## src/rtl/forward_ctrl_pkg.sv

```systemverilog
// Shared types and constants for the decode-stage forwarding scheduler.
// Stage codes double as forward-select values (FWD_E=1 .. FWD_M5=6).
package forward_ctrl_pkg;

    localparam int FWD_NSTAGE = 6;
    localparam int FWD_RW     = 6;
    localparam int FWD_NSRC   = 6;

    typedef enum logic [2:0] {
        FWD_REG = 3'd0,
        FWD_E   = 3'd1,
        FWD_M   = 3'd2,
        FWD_M2  = 3'd3,
        FWD_M3  = 3'd4,
        FWD_M4  = 3'd5,
        FWD_M5  = 3'd6
    } fwd_sel_t;

    localparam logic [2:0] LAT_ALU  = 3'd1;
    localparam logic [2:0] LAT_LOAD = 3'd3;
    localparam logic [2:0] LAT_FPU  = 3'd5;

    typedef struct packed {
        logic              valid;
        logic [FWD_RW-1:0] rd;
        logic              regwrite;
        logic [2:0]        lat;
    } fwd_slot_t;

    // Clamp a producer latency into the tracked window 1..FWD_NSTAGE.
    function automatic logic [2:0] norm_lat(input logic [2:0] lat);
        if (lat == 3'd0)
            return 3'd1;
        if (lat > 3'(FWD_NSTAGE))
            return 3'(FWD_NSTAGE);
        return lat;
    endfunction

endpackage

```

## src/rtl/forward_ctrl_fwd_pick.sv

```systemverilog
// Matches one source operand against the in-flight slots and returns the
// forward select of the youngest writer, or flags it unready if not yet produced.
module fwd_pick
    import forward_ctrl_pkg::*;
#(
    parameter int NSTAGE = FWD_NSTAGE
) (
    input  logic [FWD_RW-1:0]     i_src,
    input  fwd_slot_t [NSTAGE:1]  i_slots,
    output fwd_sel_t              o_sel,
    output logic                  o_unready
);

    always_comb begin
        o_sel     = FWD_REG;
        o_unready = 1'b0;
        // Walk oldest to youngest so the youngest matching writer overrides.
        for (int k = NSTAGE; k >= 1; k--) begin
            if (i_slots[k].valid && i_slots[k].regwrite &&
                (i_slots[k].rd == i_src) && (i_src != '0)) begin
                if (3'(k) >= i_slots[k].lat) begin
                    o_sel     = fwd_sel_t'(3'(k));
                    o_unready = 1'b0;
                end else begin
                    o_sel     = FWD_REG;
                    o_unready = 1'b1;
                end
            end
        end
    end

endmodule

```

## src/rtl/forward_ctrl.sv

```systemverilog
// Decode-stage hazard/forwarding scheduler: slot shift register, per-source picks,
// stall/hazard reduction. Define FORWARD_CTRL_STATS_EN to add saturating stat counters.
module forward_ctrl
    import forward_ctrl_pkg::*;
#(
    parameter int NSTAGE = FWD_NSTAGE,
    parameter int RW     = FWD_RW
) (
    input  logic                          clk,
    input  logic                          rstn,
    input  logic                          dec_valid,
    input  logic [RW-1:0]                 dec_rd,
    input  logic                          dec_regwrite,
    input  logic [2:0]                    dec_lat,
    input  logic [FWD_NSRC-1:0][RW-1:0]   src_addr,
    input  logic [FWD_NSRC-1:0]           src_used,
    input  logic                          exe_hold,
    input  logic                          flush,
    output logic [FWD_NSRC-1:0][2:0]      forward,
    output logic                          stall,
    output logic                          hazard
`ifdef FORWARD_CTRL_STATS_EN
    ,
    output logic [31:0]                   stat_stall,
    output logic [31:0]                   stat_hazard,
    output logic [31:0]                   stat_fwd
`endif
);

    fwd_slot_t [NSTAGE:1]   r_slot;
    fwd_slot_t              w_ins;
    fwd_sel_t               w_sel [FWD_NSRC];
    logic [FWD_NSRC-1:0]    w_unready;

    generate
        for (genvar gi = 0; gi < FWD_NSRC; gi++) begin : g_pick
            fwd_pick #(.NSTAGE(NSTAGE)) u_pick (
                .i_src     (src_addr[gi]),
                .i_slots   (r_slot),
                .o_sel     (w_sel[gi]),
                .o_unready (w_unready[gi])
            );
            assign forward[gi] = w_sel[gi];
        end
    endgenerate

    assign hazard = dec_valid & (|(w_unready & src_used));
    assign stall  = hazard | exe_hold;

    // A stalled or flushed decode instruction enters E as an all-zero bubble.
    always_comb begin
        w_ins = '0;
        if (dec_valid && !hazard && !flush) begin
            w_ins.valid    = 1'b1;
            w_ins.rd       = dec_rd;
            w_ins.regwrite = dec_regwrite;
            w_ins.lat      = norm_lat(dec_lat);
        end
    end

    always_ff @(posedge clk or negedge rstn) begin
        if (!rstn) begin
            r_slot <= '0;
        end else if (!exe_hold) begin
            for (int k = NSTAGE; k >= 2; k--)
                r_slot[k] <= r_slot[k-1];
            r_slot[1] <= w_ins;
        end
    end

    a_no_flush_on_hold : assert property (@(posedge clk) disable iff (!rstn)
        !(flush && exe_hold));

`ifdef FORWARD_CTRL_STATS_EN
    logic [31:0] r_stat_stall;
    logic [31:0] r_stat_hazard;
    logic [31:0] r_stat_fwd;
    logic        w_any_fwd;

    always_comb begin
        w_any_fwd = 1'b0;
        for (int i = 0; i < FWD_NSRC; i++)
            if (src_used[i] && (forward[i] != 3'd0))
                w_any_fwd = 1'b1;
    end

    always_ff @(posedge clk or negedge rstn) begin
        if (!rstn) begin
            r_stat_stall  <= '0;
            r_stat_hazard <= '0;
            r_stat_fwd    <= '0;
        end else begin
            if (stall && (r_stat_stall != '1))
                r_stat_stall <= r_stat_stall + 32'd1;
            if (hazard && (r_stat_hazard != '1))
                r_stat_hazard <= r_stat_hazard + 32'd1;
            if (w_any_fwd && (r_stat_fwd != '1))
                r_stat_fwd <= r_stat_fwd + 32'd1;
        end
    end

    assign stat_stall  = r_stat_stall;
    assign stat_hazard = r_stat_hazard;
    assign stat_fwd    = r_stat_fwd;
`endif

endmodule
```

## config.mk

```make
export PLATFORM = sky130hd
export DESIGN_NAME = forward_ctrl
export DESIGN_NICKNAME = d
export VERILOG_FILES = /design/src/rtl/forward_ctrl_pkg.sv /design/src/rtl/forward_ctrl_fwd_pick.sv /design/src/rtl/forward_ctrl.sv
export SDC_FILE = /design/constraint.sdc
export NUM_CORES = 1
export LEC_CHECK = 0
export CAP_MARGIN = 20
export CORE_ASPECT_RATIO = 1.5
export CORE_MARGIN = 3
export CORE_UTILIZATION = 45
export DETAILED_ROUTE_END_ITERATION = 7
export PLACE_DENSITY_LB_ADDON = 0.05
export SLEW_MARGIN = 10
export SYNTH_ARGS = -nofsm -noshare
export SYNTH_HDL_FRONTEND = slang
export SYNTH_SLANG_ARGS = --single-unit
export TNS_END_PERCENT = 50
```

## constraint.sdc

```tcl
create_clock -name clk -period 4.38 [get_ports clk]
set_input_delay 0.876 -clock clk [delete_from_list [all_inputs] [get_ports clk]]
set_output_delay 0.876 -clock clk [all_outputs]
set_load 0.01 [all_outputs]
```

==> flow_summary.yaml <==
yosys:
  fraction_of_synthesized_cell_area_taken_by_the_top_area_cell_type_pct: 24.9
  synth-simple-area-share_pct: 21.1
  post_synth_edffs: 0
  synth_top_family_by_area: "XOR/XNOR gates"
  synth_area_leader_cell: "dfrtp_1"
  post_synth.cell_area_avg_um2: 8.73
  syn-num-nets: 818
  unique_masters_post_synth: 62
  netlist_area_um2: 6640
  synth-seq-cells: 66
  synthCells: 761
  post-synth-top-count-cell: "xor2_1"
  compound_gate_portion_of_the_synthesized_area_pct: 8.33
  yosys-top-cells-area: "dfrtp_1, xor2_1, mux2_2"
  synth.area.mux_share_pct: 10.2
  synth_async_sr_flop_share_pct: 100
  synth-adder-area-share_pct: 0.151
  ys_dominant_reg_cell: "dfrtp_1"
  yosys.area_share.xor_xnor_pct: 28.5
  synth_sequential_area_ratio_pct: 24.9
  synth_top_cells_by_count: "xor2_1, xnor2_1, dfrtp_1"
  ys_warn_count: 0
worst_setup_path:
  timing_worst_setup_path_type: "primary input to primary output"
  cp_num_buf_inv: 4
  timing.critical_path.slowest_cell_delay_ns: 0.54
  r2r-end: "r_slot[3]"
  crit_path_top_delay_cell: "clkdlybuf4s50_1"
  timing.critical_path.to_type: "primary output"
  reg2regPathDepth: 11
  biggest_fanout_along_the_worst_timing_path: 6
  regToRegSetupSlack_ns: 1.38
  crit_path_cell_chain: "clkdlybuf4s50_1, buf_4, nor2_1, and3_2, nor3_4, mux2i_1, o211ai_2, a31oi_2, o2111a_2, buf_4, a41oi_2, buf_2"
  path_common_cell: "buf_4"
  r2r-start: "r_slot[47]"
  setup.worst_path.start_class: "primary input"
  critPathRequiredTime_ns: 3.50
  crit_family: "buffers and inverters"
  critPathArrivalTime_ns: 3.47
routing:
  route.detailed.wl_per_inst_um: 23.4
  route.detailed.drc: 0
  initial_drt_markers: 415
  drt.antenna.violating_nets: 0
  detail_route.vias_per_cell: 5.81
  route.final.wire_length_um: 26000
  detailroute.via_count: 6453
  detail_route.first_pass.iterations: 6
layout:
  final_design_area_no_fill_um2: 8780
  drive_above_1_share_pct: 30.5
  reg.largest.list: "r_slot (66)"
  stdcell_count: 1110
  finalNetCount: 970
  max_flop_register: "r_slot"
  diodes: 0
  largest_register_ffs: 66
  area_delta_synth_final_pct: 32.1
placed_design:
  dp_hpwl_um: 19900
  post-place-cells: 1087
  port_buffers: 76
  gp_congestion: 0.977
  dpl-instance-area_um2: 8280
  dp_slack_ns: -0.508
cts:
  cts_made_buffers: 9
  worstSkewPairLatency_ns: 0.33
  tritoncts: "done"
  cts.hold.buffers_added: 0
  buffers_from_clock_root_to_sink_at_most: 2
  clock_sinks: 66
  cts_htree_levels: 3
  clk_pin_slew_worst_paths_ns: 0.05
  cts_root_buf: "clkbuf_16"
min_path:
  min_from: "r_slot[23]"
  endpoint_of_the_worst_hold_path: "r_slot[34]"
  min_path_type: "flip-flop to flip-flop"
  hold_critical_path_depth: 1
die:
  die_ar_um2: 16300
  top_level_ports: 77
  site_row_count: 53
  fp.coreArea_um2: 14300
  start_util_pct: 46.6
  die_x_um: 105
  die_y_um: 155
run:
  max-cap-violations: 0
sta:
  timing.final.setup_violations: 0
  max_freq_mhz: 230
  finalCritPeriodShare_pct: 99.2
  fin_skew_ns: 0.00544
  max-slew-margin-rel_pct: 32.2
  final.setup.worst_slack_ns: 0.0349
  whs_ns: 0.503
  rsz0062_at_grt: "true"
  finalHoldViolCount: 0
  totalNegativeSetupSlack_ns: 0
  timing.final.max_slew_violations: 0
  tightest_slew_ns: 1.01
  period_minus_slack_ns: 4.35
power_and_ir_drop:
  power_density_nw_per_um2: 255
  p_leak_nw: 4.04
  vdd_ir_drop_max_mv: 0.326
outcome:
  run_status: "finished clean"
global_route:
  grt_pass1_vias: 6613
  pin_count_of_the_biggest_net_entering_global_routing: 68
  grt_antenna_before_repair: 0
  global_route_wire_length_before_repair_um: 39200
  total_routing_resource_utilization_after_global_routing_pct: 32.1
  globalRouteOverflowTotal: 0
==> cell families (layout without fill, tap and decap cells) <==
| family | count (synthesis) | count (layout) |
|---|---|---|
| compound gates | 72 | 72 |
| xor+xnor | 216 | 216 |
| fa+ha+maj | 1 | 1 |
| buf+inv | 91 | 248 |
| flops | 66 | 66 |
| mux | 61 | 61 |
| simple gates | 254 | 254 |
==> cell usage in the layout, fill, tap and decap left out, drive strengths merged, types with 35 or more instances in the layout <==
| cell | instances |
|---|---|
| buf | 155 |
| xor2 | 144 |
| xnor2 | 72 |
| dfrtp | 66 |
| clkdlybuf4s50 | 57 |
| mux2 | 56 |
| nor3 | 44 |
| nand3 | 36 |
| nor2 | 35 |
==> worst register-to-register path, stage by stage, from the launching register on <==
cell,delay (ns)
dfrtp_1,0.37
nand2_1,0.35
or4_1,0.66
nor4_2,0.22
buf_4,0.17
nor4_1,0.05
o21ai_1,0.20
a31o_2,0.25
buf_4,0.15
buf_4,0.15
nand4_1,0.18
o21ai_2,0.18
==> area by class of cell <==
| type | instances | area, µm² |
|---|---|---|
| Clock buffer | 11 | 253 |
| Clock inverter | 5 | 61.3 |
| Fill cell | 1264 | 5480 |
| Inverter | 5 | 18.8 |
| Multi-Input combinational cell | 604 | 4660 |
| Sequential cell | 66 | 1650 |
| Tap cell | 192 | 240 |
| Timing Repair Buffer | 227 | 1890 |
==> power breakdown <==
group | internal [W] | total [W] | switching [W]
Combinational | 0.000329 | 0.000639 | 0.000310
Sequential | 0.000674 | 0.000851 | 0.000176
Clock | 0.000474 | 0.000751 | 0.000276
Total | 0.00148 | 0.00224 | 0.000762
==> stage by stage <==
stage               total power [W]  util, %
global placement            0.00146     58.1
CTS                         0.00224     61.0
global route                0.00233     61.6
floorplan                   0.00121        -
detailed placement          0.00148     58.1
finish                      0.00224     61.6
==> routing by layer <==
metal / global-route usage, % / share of wire [%] / vias to the layer above
li1: - / - / 2930
met1: 35.9 / 36 / 3143
met2: 57.7 / 51 / 285
met3: 3.51 / 5.2 / 95
met4: 19.6 / 7.0 / 0
met5: 0 / 0 / -
==> timing repair <==
item                                    in CTS  in global routing
endpoints found under the setup margin      10                  8
pin swaps                                   10                 11
cloned                                       0                  0
gates resized for setup                     27                 25
setup buffers                                4                  3
==> how the worst max path moves through the flow <==
stage | slack [ns] | end | depth (start not counted) | start
after floorplan | 0.61 | stall | 9 | src_addr[7]
after global placement | -0.57 | stall | 11 | src_addr[8]
after detailed placement | -0.51 | stall | 11 | src_addr[8]
after CTS | -0.11 | stall | 12 | src_addr[7]
after global routing | -0.04 | stall | 12 | src_addr[9]
final | 0.03 | stall | 12 | src_addr[9]
Note: power is estimated with default switching activity, not from simulation.
